===== src/rtl/adc_serial_reg_receiver.sv =====
// ============================================================================
// Module   : adc_serial_reg_receiver
// Purpose  : 3-wire ADC register-write link decoder with a 16x16 shadow
//            register file. Optional header check: ADC_RX_HEADER_CHECK_EN.
// Revision : 1.0
// ============================================================================
`default_nettype none

module adc_serial_reg_receiver #(
  parameter int SYNC_STAGES    = 2,
  parameter int TIMEOUT_CYCLES = 1024
) (
  input  logic        Clock,
  input  logic        Reset,
  input  logic        InSclk,
  input  logic        InSdata,
  input  logic        InSelect,
  output logic        FrameValid,
  output logic        FrameError,
  output logic [3:0]  FrameAddr,
  output logic [15:0] FrameData,
  output logic        Busy,
  input  logic [3:0]  RegReadAddr,
  output logic [15:0] RegReadData
);

  localparam logic [15:0] TIMEOUT_LIMIT = TIMEOUT_CYCLES[15:0];
  localparam logic [11:0] FRAME_HEADER  = 12'h001;

  typedef enum logic [2:0] {
    S_IDLE      = 3'd0,
    S_SHIFT     = 3'd1,
    S_FULL      = 3'd2,
    S_DRAIN     = 3'd3,
    S_COMMIT    = 3'd4,
    S_ERROR     = 3'd5,
    S_WAIT_HIGH = 3'd6
  } state_t;

  // Synchronizers reset to 0 so Select reads low until the pin is really high:
  // a frame in flight across reset can never be mistaken for a new one.
  logic [SYNC_STAGES-1:0] sclk_sync_q, sclk_sync_d;
  logic [SYNC_STAGES-1:0] sdata_sync_q, sdata_sync_d;
  logic [SYNC_STAGES-1:0] sel_sync_q, sel_sync_d;
  logic                   sclk_hist_q, sclk_hist_d;
  logic                   sel_hist_q, sel_hist_d;

  logic sclk_s, sdata_s, sel_s;
  logic sel_fall, sel_rise, sclk_valid;

  state_t        state_q, state_d;
  logic [5:0]    bit_cnt_q, bit_cnt_d;
  logic [31:0]   shift_q, shift_d;
  logic [15:0]   idle_cnt_q, idle_cnt_d;
  logic [3:0]    frame_addr_q, frame_addr_d;
  logic [15:0]   frame_data_q, frame_data_d;
  logic [15:0]   rd_data_q, rd_data_d;
  logic [15:0]   regs_q [16];
  logic [15:0]   regs_d [16];
  logic          reg_we;
  logic          header_ok;
  logic          timeout;

  always_comb begin
    sclk_sync_d  = {sclk_sync_q[SYNC_STAGES-2:0], InSclk};
    sdata_sync_d = {sdata_sync_q[SYNC_STAGES-2:0], InSdata};
    sel_sync_d   = {sel_sync_q[SYNC_STAGES-2:0], InSelect};
    sclk_s       = sclk_sync_q[SYNC_STAGES-1];
    sdata_s      = sdata_sync_q[SYNC_STAGES-1];
    sel_s        = sel_sync_q[SYNC_STAGES-1];
    sclk_hist_d  = sclk_s;
    sel_hist_d   = sel_s;
    sel_fall     = !sel_s && sel_hist_q;
    sel_rise     = sel_s && !sel_hist_q;
    sclk_valid   = sclk_s && !sclk_hist_q && !sel_s && !sel_hist_q;
  end

`ifdef ADC_RX_HEADER_CHECK_EN
  assign header_ok = (shift_q[31:20] == FRAME_HEADER);
`else
  logic unused_header;
  assign unused_header = ^{shift_q[31:20], FRAME_HEADER};
  assign header_ok     = 1'b1;
`endif

  assign timeout = (idle_cnt_q >= TIMEOUT_LIMIT);

  always_comb begin
    state_d      = state_q;
    bit_cnt_d    = bit_cnt_q;
    shift_d      = shift_q;
    idle_cnt_d   = idle_cnt_q;
    frame_addr_d = frame_addr_q;
    frame_data_d = frame_data_q;
    reg_we       = 1'b0;

    if (state_q == S_SHIFT || state_q == S_FULL) begin
      if (sclk_valid) begin
        idle_cnt_d = '0;
      end else if (idle_cnt_q != 16'hFFFF) begin
        idle_cnt_d = idle_cnt_q + 16'd1;
      end
    end

    case (state_q)
      S_IDLE: begin
        bit_cnt_d = '0;
        if (sel_fall) begin
          state_d    = S_SHIFT;
          idle_cnt_d = '0;
        end
      end
      S_SHIFT: begin
        if (sel_rise || timeout) begin
          state_d = S_ERROR;
        end else if (sclk_valid) begin
          shift_d   = {shift_q[30:0], sdata_s};
          bit_cnt_d = bit_cnt_q + 6'd1;
          if (bit_cnt_q == 6'd31) begin
            state_d = S_FULL;
          end
        end
      end
      S_FULL: begin
        if (sel_rise) begin
          state_d = S_COMMIT;
          // Present the new frame on FrameAddr/FrameData alongside FrameValid.
          if (header_ok) begin
            frame_addr_d = shift_q[19:16];
            frame_data_d = shift_q[15:0];
          end
        end else if (timeout) begin
          state_d = S_ERROR;
        end else if (sclk_valid) begin
          state_d = S_DRAIN;
        end
      end
      S_DRAIN: begin
        if (sel_rise) begin
          state_d = S_ERROR;
        end
      end
      S_COMMIT: begin
        if (header_ok) begin
          reg_we  = 1'b1;
          state_d = S_IDLE;
        end else begin
          state_d = S_ERROR;
        end
      end
      S_ERROR: begin
        state_d = sel_s ? S_IDLE : S_WAIT_HIGH;
      end
      S_WAIT_HIGH: begin
        if (sel_s) begin
          state_d = S_IDLE;
        end
      end
      default: begin
        state_d = S_WAIT_HIGH;
      end
    endcase
  end

  // Read samples the pre-write contents, so a same-cycle collision returns old data.
  always_comb begin
    regs_d = regs_q;
    if (reg_we) begin
      regs_d[shift_q[19:16]] = shift_q[15:0];
    end
    rd_data_d = regs_q[RegReadAddr];
  end

  always_ff @(posedge Clock) begin
    if (Reset) begin
      sclk_sync_q  <= '0;
      sdata_sync_q <= '0;
      sel_sync_q   <= '0;
      sclk_hist_q  <= 1'b0;
      sel_hist_q   <= 1'b0;
      state_q      <= S_WAIT_HIGH;
      bit_cnt_q    <= '0;
      shift_q      <= '0;
      idle_cnt_q   <= '0;
      frame_addr_q <= '0;
      frame_data_q <= '0;
      rd_data_q    <= '0;
      regs_q       <= '{default: 16'h0000};
    end else begin
      sclk_sync_q  <= sclk_sync_d;
      sdata_sync_q <= sdata_sync_d;
      sel_sync_q   <= sel_sync_d;
      sclk_hist_q  <= sclk_hist_d;
      sel_hist_q   <= sel_hist_d;
      state_q      <= state_d;
      bit_cnt_q    <= bit_cnt_d;
      shift_q      <= shift_d;
      idle_cnt_q   <= idle_cnt_d;
      frame_addr_q <= frame_addr_d;
      frame_data_q <= frame_data_d;
      rd_data_q    <= rd_data_d;
      regs_q       <= regs_d;
    end
  end

  assign FrameValid  = (state_q == S_COMMIT) && header_ok;
  assign FrameError  = (state_q == S_ERROR);
  assign Busy        = (state_q == S_SHIFT) || (state_q == S_FULL);
  assign FrameAddr   = frame_addr_q;
  assign FrameData   = frame_data_q;
  assign RegReadData = rd_data_q;

endmodule

`default_nettype wire


===== config.mk =====
export PLATFORM = sky130hd
export DESIGN_NAME = adc_serial_reg_receiver
export DESIGN_NICKNAME = d
export VERILOG_FILES = /design/src/rtl/adc_serial_reg_receiver.sv
export SDC_FILE = /design/constraint.sdc
export NUM_CORES = 1
export LEC_CHECK = 0
export ABC_CLOCK_PERIOD_IN_PS = 2300
export BUFFER_PORTS_ARGS = -buffer_cell sky130_fd_sc_hd__buf_2
export CAP_MARGIN = 5
export CELL_PAD_IN_SITES_DETAIL_PLACEMENT = 0
export CELL_PAD_IN_SITES_GLOBAL_PLACEMENT = 1
export CORE_ASPECT_RATIO = 0.5
export CORE_MARGIN = 2
export CORE_UTILIZATION = 44
export DETAILED_ROUTE_END_ITERATION = 8
export PLACE_DENSITY_LB_ADDON = 0.1
export SLEW_MARGIN = 20
export SYNTH_ARGS = -nofsm -noshare
export SYNTH_HDL_FRONTEND = slang
export SYNTH_SLANG_ARGS = --single-unit

===== constraint.sdc =====
create_clock -name Clock -period 2.3 [get_ports Clock]
set_clock_uncertainty 0.2 [all_clocks]
set_input_delay 0.23 -clock Clock [delete_from_list [all_inputs] [get_ports Clock]]
set_output_delay 0.23 -clock Clock [all_outputs]
set_load 0.01 [all_outputs]

After elaboration in Yosys (flattened, before gate mapping). Cells that the tools add are included.

Div/mod/pow operators: 0. Eq/ne operators: 16. Bitwise gates (word level): 3. $mul: 0. Magnitude comparators: 4. Muxes and demuxes: 26. Add/subtract/negate cells: 2. Shift-type cells: 0. Reduce and logical (&&, ||, !) cells: 17.

Operators by type and width (number): $bwmux 256 (1); $mux 16 (8); $bmux 16 s4 (1); $demux 16 s4 (1); $mux 3 (10); $pmux 3 s7 (1); $add 16x1->16 const B (1); $ge 16x11->1 const B (1); $ne 16x16->1 const B (1); $mux 6 (2); $pmux 6 s2 (1); $ge 5x5->1 const B (2); $ne 2x2->1 const B (5); $not 4->5 (2); $eq 3x3->1 const B (3); $add 6x1->6 const B (1); $eq 3x2->1 const B (2); $eq 6x5->1 const B (1); $logic_and 1x1->1 (6); $reduce_and 3->1 (2); $reduce_and 6->1 (1); $lt 5x1->1 const B (1); $ne 4x4->1 const B (1); $eq 3x1->1 const B (1); other kinds (9) (12).

Input bits: 9. Bits in writable memories: 0. ROM bits: 0. Bits in latches: 0. Word-level logic and storage cells: 96. Register bits: 345. Memories: 0. Output and inout port bits: 39.

Logic depth before layout (Yosys ltp).
Word-level depth: 8. Mapped depth: 9. Gate-level depth less buffers: 6.

Worst setup path before layout. No wires, ideal clock.

Kind: input to register. From: in RegReadAddr[2]. To: reg rd_data_q[10], in the netlist RegReadData[10]. Setup slack: -0.023 ns. Stages: 6. Data required time: 1.972 ns. Arrival time: 1.995 ns. Path through: buf_2 > buf_2 > buf_1 > mux4_2 > mux4_2 > nor2b_1.

Word-level cells in the longest chain between the ends: 4.

Ends and longest elaborated chain: from (decl) (RTL line 23) `input logic [3:0] RegReadAddr,`; $not 4->5 (not written as such) (RTL line 171) `rd_data_d = regs_q[RegReadAddr];`; $bmux 16 s4 (RTL line 171); $mux 16 (not written as such) (2 in series) (RTL line 171); to (signal assigned) (RTL line 201) `rd_data_q <= rd_data_d;`; to (decl) (RTL line 57) `logic [15:0] rd_data_q, rd_data_d;`.

Every way passes these cells. The select of a mux whose other input is x is not followed. A chain may end at the register's enable or synchronous reset.

Final worst setup path.
From: reg sclk_hist_q. To: reg shift_q[4].

Word-level cells in the longest chain between the ends: 5.

Ends and longest elaborated chain: from (decl) (RTL line 45) `logic sclk_hist_q, sclk_hist_d;`; from (signal assigned) (RTL line 193) `sclk_hist_q <= sclk_hist_d;`; $logic_not 1->1 (RTL line 75) `sclk_valid = sclk_s && !sclk_hist_q && !sel_s && !sel_hist_q;`; $logic_and 1x1->1 (3 in series) (RTL line 75); $reduce_and 3->1 (no line); to (signal assigned) (RTL line 197) `shift_q <= shift_d;`; to (decl) (RTL line 53) `logic [31:0] shift_q, shift_d;`.

Every way passes these cells.

==> impl_metrics.yaml <==
status:
  status: "complete, no violations"
critical_path:
  critPathLaunchType: "register"
  cp_num_buf_inv: 2
  reg2reg_depth: 7
  slowest_stage: "or4b_4"
  critPathTopFamily: "simple AND/OR/NAND/NOR gates"
  endpoint_kind: "register"
  crit_required_ps: 2610
  arrival_ps: 2530
  worstSetupPathType: "reg -> reg"
  crit_path_cell_trace: "or4b_4, or3_1, buf_4, nor2_2, buf_12, nand2_1, a21oi_2"
  worstPathMaxFanout: 21
  path_depth: 7
  slowest_delay_ps: 570
route:
  vias: 10500
  drc_errors: 0
  dr.pass1.iters: 5
  first_iter_violations: 869
  ant_nets: 0
  drt-total-wl_um: 38300
  wl_per_cell_um: 19.9
  viasPerCell: 5.46
final_layout:
  layout_commonest_cell: "dfxtp_1"
  stdcell_count: 1923
  fin_nets: 1481
  layout_common_cells: "dfxtp_1 (343), nor2_1 (233), mux2i_1 (211)"
  layout-area-overhead-vs-synth_pct: 15.1
  drive_above_1_share: 0.188
  n_antenna_cell: 0
yosys:
  async_flop_share: 0
  synth_edf_count: 0
  syn_avg_cell_area_um2: 10.1
  ys.warnings.count: 0
  synth_area_um2: 14400
  ys_types: 44
  postSynthCellCount: 1433
  yosysSeqAreaShare: 0.478
  synth_fp_nets: 1445
  yosys_register_bits: 345
  ys.flop_type: "dfxtp_1"
timing:
  hold_viol: 0
  final.setup.tns_ps: 0
  max_freq_ghz: 0.449
  relSlewSlack: 0.423
  period_share: 0.968
  grt_setup_unrepaired: "false"
  worst_pin_slew_ps: 864
  setup_viol_count_final: 0
  period_needed_ps: 2230
  finalMaxSlewViolations: 0
cts:
  htree_levels: 1
  numCtsBuffers: 31
  cts_tree: "done"
  cts_root_buffer: "clkbuf_16"
  path_clk_slew_ps: 70
  cts_num_sinks: 345
  cts_buffer_depth: 3
  clock_latency_ps: 570
worst_hold_path:
  hold_depth: 3
  hold_path.class: "in -> reg"
place:
  dp.cells: 1861
  gp_congestion: 0.806
  portBuffers: 47
  dpl.hpwl_um: 24800
global_route:
  grt_usage: 0.223
  grt_overflow_total: 0
  grt_max_degree: 116
  grt_pass1_wl_um: 59200
  antenna_found_initial: 0
  grt_pass1_vias: 10100
die:
  rows: 46
  pin_count: 48
  fp.dieW_um: 260
  start_util: 0.451
  die_h_um: 132
  dieArea_um2: 34400
  core_region_area_um2: 32000
pwr:
  leakage_nw: 6.51
  ir_drop_uv: 573
  p_total_w: 0.0121
  powerDensity_nw_per_um2: 731
flow_run:
  cap_violations: 0
-- final cells by class --
cell class / count / area, um2
Fill cell: 2899 / 15400
Multi-Input combinational cell: 950 / 7020
Sequential cell: 345 / 6910
Timing Repair Buffer: 135 / 1110
Clock buffer: 46 / 912
Tap cell: 432 / 541
Clock inverter: 9 / 106
Inverter: 6 / 23.8
-- through the flow --
step	utilization	setup slack, ps	hold WS, ps	cell area (um2)
after global placement	0.485	106	235	15500
after global routing	0.519	5.03	200	16600
after floorplan	-	4.78	158	14400
final	0.519	73.3	204	16600
after detailed placement	0.485	48.1	242	15500
after CTS	0.519	62.3	187	16600
-- worst paths after layout --
check | from | endpoint | slack (ps)
worst max-delay path | sclk_hist_q$_SDFF_PP0_ | shift_q[4]$_SDFFE_PP0P_ | 70
worst min-delay path | InSdata | sdata_sync_q[0]$_SDFF_PP0_ | 200
worst min register to register | FrameData[8]$_SDFFE_PP0P_ | FrameData[8]$_SDFFE_PP0P_ | 250
worst max register to register | sclk_hist_q$_SDFF_PP0_ | shift_q[4]$_SDFFE_PP0P_ | 70
-- registers in the layout (all words and copies together), names as in the netlist, 3 cells and up --
signal	cells
FrameAddr	4
FrameData	16
RegReadData	16
bit_cnt_q	6
idle_cnt_q	16
regs_q	256
shift_q	20
state_q	3
-- layer usage --
layer / global-route usage / up-vias / wire length (um)
met5: 0 / - / 0
met4: 0.0375 / 0 / 525
met3: 0.0338 / 43 / 1880
met2: 0.348 / 213 / 17100
met1: 0.330 / 5260 / 18800
li1: - / 4981 / -
-- power breakdown --
| group | internal [W] | switching, W |
|---|---|---|
| combinational | 0.000303 | 0.000540 |
| sequential | 0.00601 | 0.0000547 |
| clock | 0.00296 | 0.00228 |
-- worst reg2reg max path, stage by stage, from the launching register on --
cell	delay (ps)
dfxtp_1	300
or4b_4	570
or3_1	370
buf_4	170
nor2_2	130
buf_12	170
nand2_1	90
a21oi_2	160
-- Yosys cell counts (all sizes together) (6+ instances only) --
master / number / share of area
clkbuf: 83 / 0.022
nor3: 11 / 0.0042
xnor2: 6 / 0.0036
buf: 49 / 0.017
nand2: 162 / 0.042
xor2: 10 / 0.0061
nor2b: 27 / 0.012
nand4: 9 / 0.0039
nand3: 48 / 0.017
nor4: 6 / 0.0026
nor2: 243 / 0.064
nand2b: 7 / 0.0030
mux4: 80 / 0.12
a21oi: 93 / 0.032
dfxtp: 345 / 0.48
mux2i: 211 / 0.15
-- cells by family (layout without fill, tap and decap cells) --
| family | after synthesis | count (layout) | share of synthesized area |
|---|---|---|---|
| adder cells (fa/ha/maj) | 3 | 3 | 0.00260 |
| XOR/XNOR | 16 | 16 | 0.00971 |
| AO/OA/AOI/OAI | 102 | 102 | 0.0367 |
| buffers and inverters | 138 | 196 | 0.0401 |
| AND/OR/NAND/NOR | 537 | 537 | 0.160 |
| flip-flops | 345 | 345 | 0.478 |
| multiplexers | 292 | 292 | 0.272 |
-- repair_timing --
item	4_1_cts	5_1_grt
buffers inserted	0	1
hold buffers	6	0
hold endpoints to repair	49	0
gates resized for setup	4	4
endpoints found under the setup margin	1	103
pin swaps	0	1
Power figures use the tool's default switching activity.
